[src/rtl/scan_seq_ctrl.sv]
// Scan-chain test sequencer: one command per handshake runs an optional pattern shift-in,
// N functional cycles and an optional shift-out, then returns the captured chain value.
module scan_seq_ctrl #(
    parameter int unsigned CHAIN_LEN = 16,
    parameter int unsigned RUN_WIDTH = 8
) (
    input  logic                 i_sys_clk,
    input  logic                 i_sys_rst,
    input  logic                 i_cmd_valid,
    output logic                 o_cmd_ready,
    input  logic                 i_cmd_load,
    input  logic                 i_cmd_unload,
    input  logic [CHAIN_LEN-1:0] i_cmd_pattern,
    input  logic [RUN_WIDTH-1:0] i_cmd_run_cycles,
    input  logic                 i_abort,
    output logic                 o_rsp_valid,
    input  logic                 i_rsp_ready,
    output logic [CHAIN_LEN-1:0] o_rsp_data,
    output logic                 o_scan_en,
    output logic                 o_scan_in,
    input  logic                 i_scan_out,
    output logic                 o_busy
);

    localparam int unsigned CntW = $clog2(CHAIN_LEN + 1);
    localparam logic [CntW-1:0] LastBit = CntW'(CHAIN_LEN - 1);

    typedef enum logic [2:0] {
        StIdle,
        StShiftIn,
        StRun,
        StShiftOut,
        StResp
    } state_e;

    state_e                 state_q, state_d;
    logic [CHAIN_LEN-1:0]   pat_sr_q, pat_sr_d;
    logic [CHAIN_LEN-1:0]   cap_sr_q, cap_sr_d;
    logic [CntW-1:0]        bit_cnt_q, bit_cnt_d;
    logic [RUN_WIDTH-1:0]   run_cnt_q, run_cnt_d;
    logic                   unload_q, unload_d;

    always_comb begin
        state_d   = state_q;
        pat_sr_d  = pat_sr_q;
        cap_sr_d  = cap_sr_q;
        bit_cnt_d = bit_cnt_q;
        run_cnt_d = run_cnt_q;
        unload_d  = unload_q;

        unique case (state_q)
            StIdle: begin
                if (i_cmd_valid) begin
                    pat_sr_d  = i_cmd_pattern;
                    cap_sr_d  = '0;
                    bit_cnt_d = '0;
                    // Run counter is loaded here and left untouched until RUN is entered.
                    run_cnt_d = i_cmd_run_cycles;
                    unload_d  = i_cmd_unload;
                    if (i_cmd_load) begin
                        state_d = StShiftIn;
                    end else if (i_cmd_run_cycles != '0) begin
                        state_d = StRun;
                    end else if (i_cmd_unload) begin
                        state_d = StShiftOut;
                    end else begin
                        state_d = StResp;
                    end
                end
            end
            StShiftIn: begin
                pat_sr_d  = pat_sr_q << 1;
                bit_cnt_d = bit_cnt_q + CntW'(1);
                if (bit_cnt_q == LastBit) begin
                    bit_cnt_d = '0;
                    if (run_cnt_q != '0) begin
                        state_d = StRun;
                    end else if (unload_q) begin
                        state_d = StShiftOut;
                    end else begin
                        state_d = StResp;
                    end
                end
            end
            StRun: begin
                run_cnt_d = run_cnt_q - RUN_WIDTH'(1);
                if (run_cnt_q == RUN_WIDTH'(1)) begin
                    state_d = unload_q ? StShiftOut : StResp;
                end
            end
            StShiftOut: begin
                cap_sr_d  = {cap_sr_q[CHAIN_LEN-2:0], i_scan_out};
                bit_cnt_d = bit_cnt_q + CntW'(1);
                if (bit_cnt_q == LastBit) begin
                    bit_cnt_d = '0;
                    state_d   = StResp;
                end
            end
            StResp: begin
                if (i_rsp_ready) begin
                    state_d = StIdle;
                end
            end
            default: state_d = StIdle;
        endcase

        // Abort overrides everything, including a response handshake.
        if (i_abort && state_q != StIdle) begin
            state_d   = StIdle;
            pat_sr_d  = '0;
            cap_sr_d  = '0;
            bit_cnt_d = '0;
            run_cnt_d = '0;
            unload_d  = 1'b0;
        end
    end

    always_ff @(posedge i_sys_clk) begin
        if (i_sys_rst) begin
            state_q   <= StIdle;
            pat_sr_q  <= '0;
            cap_sr_q  <= '0;
            bit_cnt_q <= '0;
            run_cnt_q <= '0;
            unload_q  <= 1'b0;
        end else begin
            state_q   <= state_d;
            pat_sr_q  <= pat_sr_d;
            cap_sr_q  <= cap_sr_d;
            bit_cnt_q <= bit_cnt_d;
            run_cnt_q <= run_cnt_d;
            unload_q  <= unload_d;
        end
    end

    assign o_cmd_ready = (state_q == StIdle);
    assign o_busy      = (state_q != StIdle);
    assign o_scan_en   = (state_q == StShiftIn) || (state_q == StShiftOut);
    assign o_scan_in   = (state_q == StShiftIn) && pat_sr_q[CHAIN_LEN-1];
    assign o_rsp_valid = (state_q == StResp);
    assign o_rsp_data  = (state_q == StResp && unload_q) ? cap_sr_q : '0;

endmodule

[config.mk]
export PLATFORM = sky130hd
export DESIGN_NAME = scan_seq_ctrl
export DESIGN_NICKNAME = d
export VERILOG_FILES = /design/src/rtl/scan_seq_ctrl.sv
export SDC_FILE = /design/constraint.sdc
export NUM_CORES = 1
export LEC_CHECK = 0
export ABC_AREA = 1
export CAP_MARGIN = 5
export CORE_MARGIN = 4
export CORE_UTILIZATION = 45
export DETAILED_ROUTE_END_ITERATION = 12
export PLACE_DENSITY_LB_ADDON = 0.15
export SLEW_MARGIN = 10
export SYNTH_ARGS = -nofsm -noshare
export SYNTH_HDL_FRONTEND = slang
export SYNTH_SLANG_ARGS = --single-unit
[constraint.sdc]
create_clock -name i_sys_clk -period 2.94 [get_ports i_sys_clk]
set_clock_uncertainty 0.1 [all_clocks]
set_input_delay 0.441 -clock i_sys_clk [delete_from_list [all_inputs] [get_ports i_sys_clk]]
set_output_delay 0.441 -clock i_sys_clk [all_outputs]
set_load 0.1 [all_outputs]
==> results of run 1 <==
metrics by stage:
| stage | hold WS (ps) | instance area [sq um] |
|---|---|---|
| after floorplan | 319.5 | 2618 |
| after global placement | 330.0 | 3322 |
| after detailed placement | 335.4 | 3322 |
| after CTS | 348.7 | 3437 |
| after global routing | 366.7 | 3437 |
| final | 345.4 | 3437 |
metal layers:
| layer | GRT usage | wire, um |
|---|---|---|
| met2 | 0.2909 | 2653 |
| met5 | 0 | 0 |
| met1 | 0.2346 | 2604 |
| met3 | 0.04013 | 289 |
| met4 | 0.05556 | 46 |
final cells by class:
class / count / share of cell area
Clock inverter: 3 / 0.01347
Sequential cell: 49 / 0.2854
Multi-Input combinational cell: 269 / 0.4037
Clock buffer: 5 / 0.02002
Tap cell: 70 / 0.02548
Inverter: 41 / 0.04514
Timing Repair Buffer: 56 / 0.2068
report_power, final:
group | internal [mW] | switching [mW]
sequential | 0.806 | 0.104
combinational | 0.404 | 0.908
clock | 0.255 | 0.233
total | 1.46 | 1.25
worst max path at each step:
stage / start / end / slack [ps] / cells past startpoint
CTS: state_q[2] / o_rsp_data[4] / 430 / 5
global placement: i_cmd_valid / pat_sr_q[5] / 720 / 8
global route: state_q[2] / o_rsp_data[4] / 290 / 5
finish: state_q[2] / o_rsp_data[4] / 450 / 5
floorplan: state_q[2] / o_rsp_data[11] / -50 / 5
detailed placement: i_cmd_valid / pat_sr_q[4] / 660 / 8
sequential cells by signal, summed over array words and instances, names as in the netlist:
signal	count
pat_sr_q	16
unload_q	1
run_cnt_q	8
state_q	3
bit_cnt_q	5
cap_sr_q	16
cells in the final DEF, fill, tap and decap left out, types with 8 or more instances in the layout:
cell type | synthesis | final
nand3_1 | 28 | 28
a21oi_1 | 33 | 33
buf_4 | 1 | 8
inv_1 | 35 | 35
dfxtp_1 | 49 | 49
buf_12 | 0 | 17
o21ai_0 | 23 | 23
nor2_1 | 39 | 22
nand2_1 | 100 | 99
a31oi_1 | 17 | 17
clkdlybuf4s50_1 | 0 | 31
nor2_4 | 3 | 13
nor2_2 | 2 | 9
critical path, cell delays in order (launching register included):
cell	delay, ps
dfxtp_1	430
inv_2	110
nor3_4	210
nand2_2	400
nor2_2	280
buf_12	200
logic make-up after synthesis:
group | count (synthesis) | share of synthesized area
simple gates | 185 | 0.3134
compound gates | 76 | 0.1637
buf+inv | 59 | 0.09780
fa+ha+maj | 4 | 0.01996
flops | 49 | 0.3912
xor+xnor | 4 | 0.01397
==> summary.md, run 1 <==
| Metric | Value |
|---|---|
| First-pass GRT wire length | `9.646 mm` |
| Outcome | `completed` |
| Most used flip-flop cell after synthesis | `dfxtp_1` |
| Post-Place Worst Slack | `about 660 ps` |
| Via count | `approximately 2500` |
| Max-Cap Viols | `0` |
| GP Congestion | `0.8270` |
| Synthesis-stage register bit count | `around 50` |
| Required time of the critical path | `2400 ps` |
| Clock transition at the registers of the reported paths | `100 ps` |
| Die height | `82.65 um` |
| Placed insts | `485` |
| Synth cell types | `28` |
| Share of Yosys cell area claimed by the top area cell type | `0.3912` |
| Initial antenna violation count | `0` |
| Min-Delay Path Depth | `2` |
| Worst r2r src | `state_q[2]` |
| Initial Util | `0.4787` |
| Top cells by count, synth | `nand2_1, dfxtp_1, nor2_1, inv_1, a21oi_1` |
| R2r worst-path depth | `6` |
| WL/cell | `11.34 um` |
| Warnings from Yosys | `0` |
| Ports | `53` |
| HP Start | `bit_cnt_q[4]` |
| NumNets Final | `between 400 and 500` |
| Kind of critical path | `reg -> out` |
| Fin cells | `493` |
| Buffers on Ports | `52` |
| Seq/Total Area, Yosys | `0.3912` |
| Slew headroom | `0.3865` |
| DR vias/cell | `5.020` |
| Footprint of the multi-input gates | `around 1400 sq um` |
| Final period utilization | `0.8466` |
| Path category of the worst min-delay check | `reg -> reg` |
| Mapped Area | `2507 sq um` |
| Power Dens Cells | `788.6 nW/um^2` |
| Syn_nets | `413` |
| Largest net degree at the start of global routing | `31` |
| Setup WS post-layout | `450.9 ps` |
| CP max FO | `16` |
| Post-CTS Hold Buffers | `0` |
| Std-Cell Rows | `26` |
| Final Util | `0.6562` |
| Post-CTS Setup Bufs | `0` |
| Starting DRT DRC Count | `180` |
| Antenna Cells | `0` |
| Worst setup EP type | `primary output` |
| GRT Util Overall | `0.1786` |
| Leakage | `1.250 nW` |
| Post-synthesis area per instance | `6.651 sq um` |
| RR Endpoint | `state_q[1]` |
| Reg-to-reg slack, setup | `920 ps` |
| CTS tree | `yes` |
| Chip width | `82.65 um` |
| CTS sink count | `49` |
| WP data arrival | `1950 ps` |
| Antenna Nets Post-Route | `0` |
| Slew Viols, Final | `0` |
| Root buf cell | `clkbuf_8` |
| Area leader, netlist | `dfxtp_1` |
| FF/Latch Area | `980.9 sq um` |
| WL final | `5.593 mm` |
| Post-synth ARST share | `0` |
| PnR Total Power | `around 2.7 mW` |
| CTS H-Tree Depth | `2` |
| Layout fillers | `466` |
| 1st-pass router iterations | `4` |
| Max Clk Rate | `401.8 MHz` |
| Inserted Clock Buffers | `5` |
| Post-Synthesis Cells | `377` |
| Count of final hold-check violations | `0` |
| Post-DP HPWL | `between 4 and 5 mm` |
| Hold Path End | `bit_cnt_q[4]` |
| Layout cells sized above 1 | `0.1560` |
| Worst-Skew Late Latency | `300 ps` |
| RSZ-0062 raised after global routing | `no` |
| Synthesis-to-layout area growth | `37.08%` |
| Core ar. | `between 5000 and 6000 sq um` |
| Vias in the first global route | `2251` |
| Residual DRC count | `0` |
| Finish-stage setup viols | `0` |
| Count leader, synth | `nand2_1` |
| Setup TNS | `0 ps` |
| Least-Margin Pin Slew | `~920 ps` |
| Area contributors post-synth | `dfxtp_1, nand2_1, a21oi_1` |
| Die area | `6830 sq um` |
| Post-layout min period | `2489 ps` |
| Grt ovf | `0` |
| Maximum VDD drop | `1193 uV` |
| Clock Path Buffers | `2` |
| Crit path launch type | `flip-flop` |
| Post_cts resized | `0` |
| Number of synthesized flops with an enable pin | `0` |
Power figures use the tool's default switching activity.
==> run 2: changes to the inputs <==
- clock period: 2.94 -> 2.1 ns (I/O delays scaled with it)
==> run 2 against run 1 <==
Final area up 4.8%; cell count increased by 1.4%; critical endpoint is now o_rsp_data[10]; clock power increased by 42%; die area unchanged; combinational power grew 55%; sequential cell count is the same; routed wire length grew 7.4%; total power grew 48%; via count grew 2.0%; sequential share of layout area decreased by 1.2 points; highest routed layer unchanged; largest power group unchanged; non-clock buffer count increased by 6; sequential power is 42% higher.
==> summary.md, run 2 (synthesized netlist as in run 1, its figures left out) <==
| Metric | Value |
|---|---|
| Outcome | `completed` |
| Start point of the critical path | `state_q[2]` |
| Worst-Skew Late Latency | `300 ps (about the same)` |
| Required time of the critical path | `1680 ps (-720 ps)` |
| Regs by FF count | `cap_sr_q (16), pat_sr_q (16), run_cnt_q (8)` |
| Path category of the worst min-delay check | `reg -> reg` |
| Post-Place Worst Slack | `284.8 ps (-378.7 ps)` |
| Slew headroom | `0.6990 (+0.3124)` |
| Leading cell type in the layout, fill and taps excluded | `nand2_1` |
| Max Clk Rate | `roughly 510 MHz` |
| Leakage | `1.318 nW (+5.4%)` |
| DR vias/cell | `5.050 (+0.59%)` |
| Grt ovf | `0 (unchanged)` |
| Crit path launch type | `flip-flop` |
| Initial Util | `0.4787 (unchanged)` |
| WL final | `6.006 mm (+7.4%)` |
| Sequential Power Share | `0.322 (-0.014)` |
| P_int | `2.225 mW (+52%)` |
| Worst setup EP type | `primary output` |
| Maximum VDD drop | `1228 uV (+3.0%)` |
| Setup WS post-layout | `124.1 ps (-326.8 ps)` |
| Placed insts | `489 (+0.82%)` |
| RSZ-0062 raised after global routing | `no` |
| Core ar. | `5238 sq um (unchanged)` |
| Power Dens Cells | `1117 nW/um^2 (+42%)` |
| Slowest cell on crit path | `dfxtp_4` |
| Slew Viols, Final | `0 (unchanged)` |
| Combinational share of power | `0.506 (+0.022)` |
| Synthesis-to-layout area growth | `43.61%` |
| First-pass GRT wire length | `9.963 mm (+3.3%)` |
| Max-Cap Viols | `0 (unchanged)` |
| Initial antenna violation count | `0 (unchanged)` |
| Layout cells sized above 1 | `0.1721 (+0.01606)` |
| Vias in the first global route | `2314 (+2.8%)` |
| Final Instance Area | `3601 sq um (+4.8%)` |
| Inserted Clock Buffers | `5 (unchanged)` |
| Residual DRC count | `0 (unchanged)` |
| WL/cell | `12.01 um (+5.9%)` |
| Post-layout min period | `around 2000 ps` |
| Antenna Nets Post-Route | `0 (unchanged)` |
| Kind of critical path | `reg -> out` |
| Chip width | `82.65 um (unchanged)` |
| Antenna Cells | `0 (unchanged)` |
| Die area | `6830 sq um (unchanged)` |
| Post-CTS Hold Buffers | `0 (unchanged)` |
| CTS sink count | `49 (unchanged)` |
| GP Congestion | `0.8585 (+3.8%)` |
| Most frequent cells in the layout | `nand2_1, dfxtp_1, inv_1` |
| 1st-pass router iterations | `4 (unchanged)` |
| CTS tree | `yes` |
| GRT Util Overall | `0.1847 (+0.006144)` |
| HP Start | `bit_cnt_q[4]` |
| Die height | `82.65 um (unchanged)` |
| Root buf cell | `clkbuf_8` |
| Largest net degree at the start of global routing | `31 (unchanged)` |
| Clk network pwr share | `0.172 (-0.008)` |
| WP data arrival | `1560 ps (-390 ps)` |
| Clock transition at the registers of the reported paths | `90 ps (about the same)` |
| Post-DP HPWL | `4.310 mm (+1.8%)` |
| Largest stage delay, worst path | `390 ps (-40 ps)` |
| Crit-path cells | `inv_4 -> nor3_4 -> buf_4 -> nand2_8 -> nor2_4 -> buf_12` |
| Least-Margin Pin Slew | `448.8 ps (-470.4 ps)` |
| Buffers on Ports | `52 (unchanged)` |
| Worst r2r src | `state_q[1]` |
| CTS H-Tree Depth | `2 (unchanged)` |
| Clock Path Buffers | `2 (unchanged)` |
| Starting DRT DRC Count | `107 (-41%)` |
| NumNets Final | `465 (+1.5%)` |
| Fin cells | `500 (+1.4%)` |
| P_sw | `1.797 mW (+44%)` |
| Final period utilization | `0.9409` |
| CP top delay family | `simple AND/OR/NAND/NOR gates` |
| Final Util | `0.6875 (+0.03129)` |
| Count of final hold-check violations | `0 (unchanged)` |
| CP max FO | `8 (-8)` |
| Finish-stage setup viols | `0 (unchanged)` |
| Dpl cell area | `3448 sq um (+3.8%)` |
| Via count | `2525 (+2.0%)` |
| Worst path bufs/invs | `3 (+1)` |
| Std-Cell Rows | `26 (unchanged)` |
| Ports | `53 (unchanged)` |
| Sw Share | `0.4469 (-0.01271)` |
[run 2: through the flow]
step | total power [mW] | hold slack (ps) | setup TNS, ps
floorplan | 2.774 | 319.5 | -8771
global placement | 3.261 | 330.6 | 0
detailed placement | 3.301 | 342.4 | 0
CTS | 4.011 | 353.4 | 0
global route | 4.328 | 381.8 | 0
finish | 4.022 | 351.3 | 0
[run 2: final cells by class]
type | instances | area (sq um)
clock buffer | 7 | 86.33
clock inverter | 1 | 30.03
fill | 465 | 1637
inverter | 41 | 157.7
multi-input combinational | 270 | 1448
sequential | 49 | 985.9
tap | 70 | 87.58
timing repair buffer | 62 | 805.8
[run 2: layer usage]
| layer | up-vias | track usage | part of all wire |
|---|---|---|---|
| met5 | - | 0 | 0 |
| met2 | 59 | 0.3173 | 0.49 |
| met4 | 0 | 0.06209 | 0.011 |
| met1 | 1138 | 0.2311 | 0.45 |
| li1 | 1321 | - | - |
| met3 | 7 | 0.03471 | 0.053 |
[run 2: timing repair]
item	4_1_cts	5_1_grt
endpoints found under the setup margin	16	17
buffers inserted	0	2
gates cloned	0	1
resized for setup	1	1
[run 2: final timing paths]
kind                            slack, ps             end  cells after the start
worst min register to register        350    bit_cnt_q[4]                      2
worst max register to register        380    run_cnt_q[2]                      6
worst max-delay path                  120  o_rsp_data[10]                      6
worst min-delay path                  350    bit_cnt_q[4]                      2
[run 2: power by group through the flow]
stage	Combinational, mW	Clock, mW	Sequential, mW
6_report	2.03	0.693	1.29
2_1_floorplan	1.51	0	1.27
3_3_place_gp	1.97	0	1.29
3_5_place_dp	2.00	0	1.30
5_1_grt	2.27	0.739	1.32
4_1_cts	2.03	0.701	1.28
[run 2: worst reg2reg max path: cells and delay by family, from the launching register on]
family	cells	cell delay, ps
AND/OR/NAND/NOR	3	590
buffers and inverters	2	290
flip-flops	1	370
AO/OA/AOI/OAI	1	280
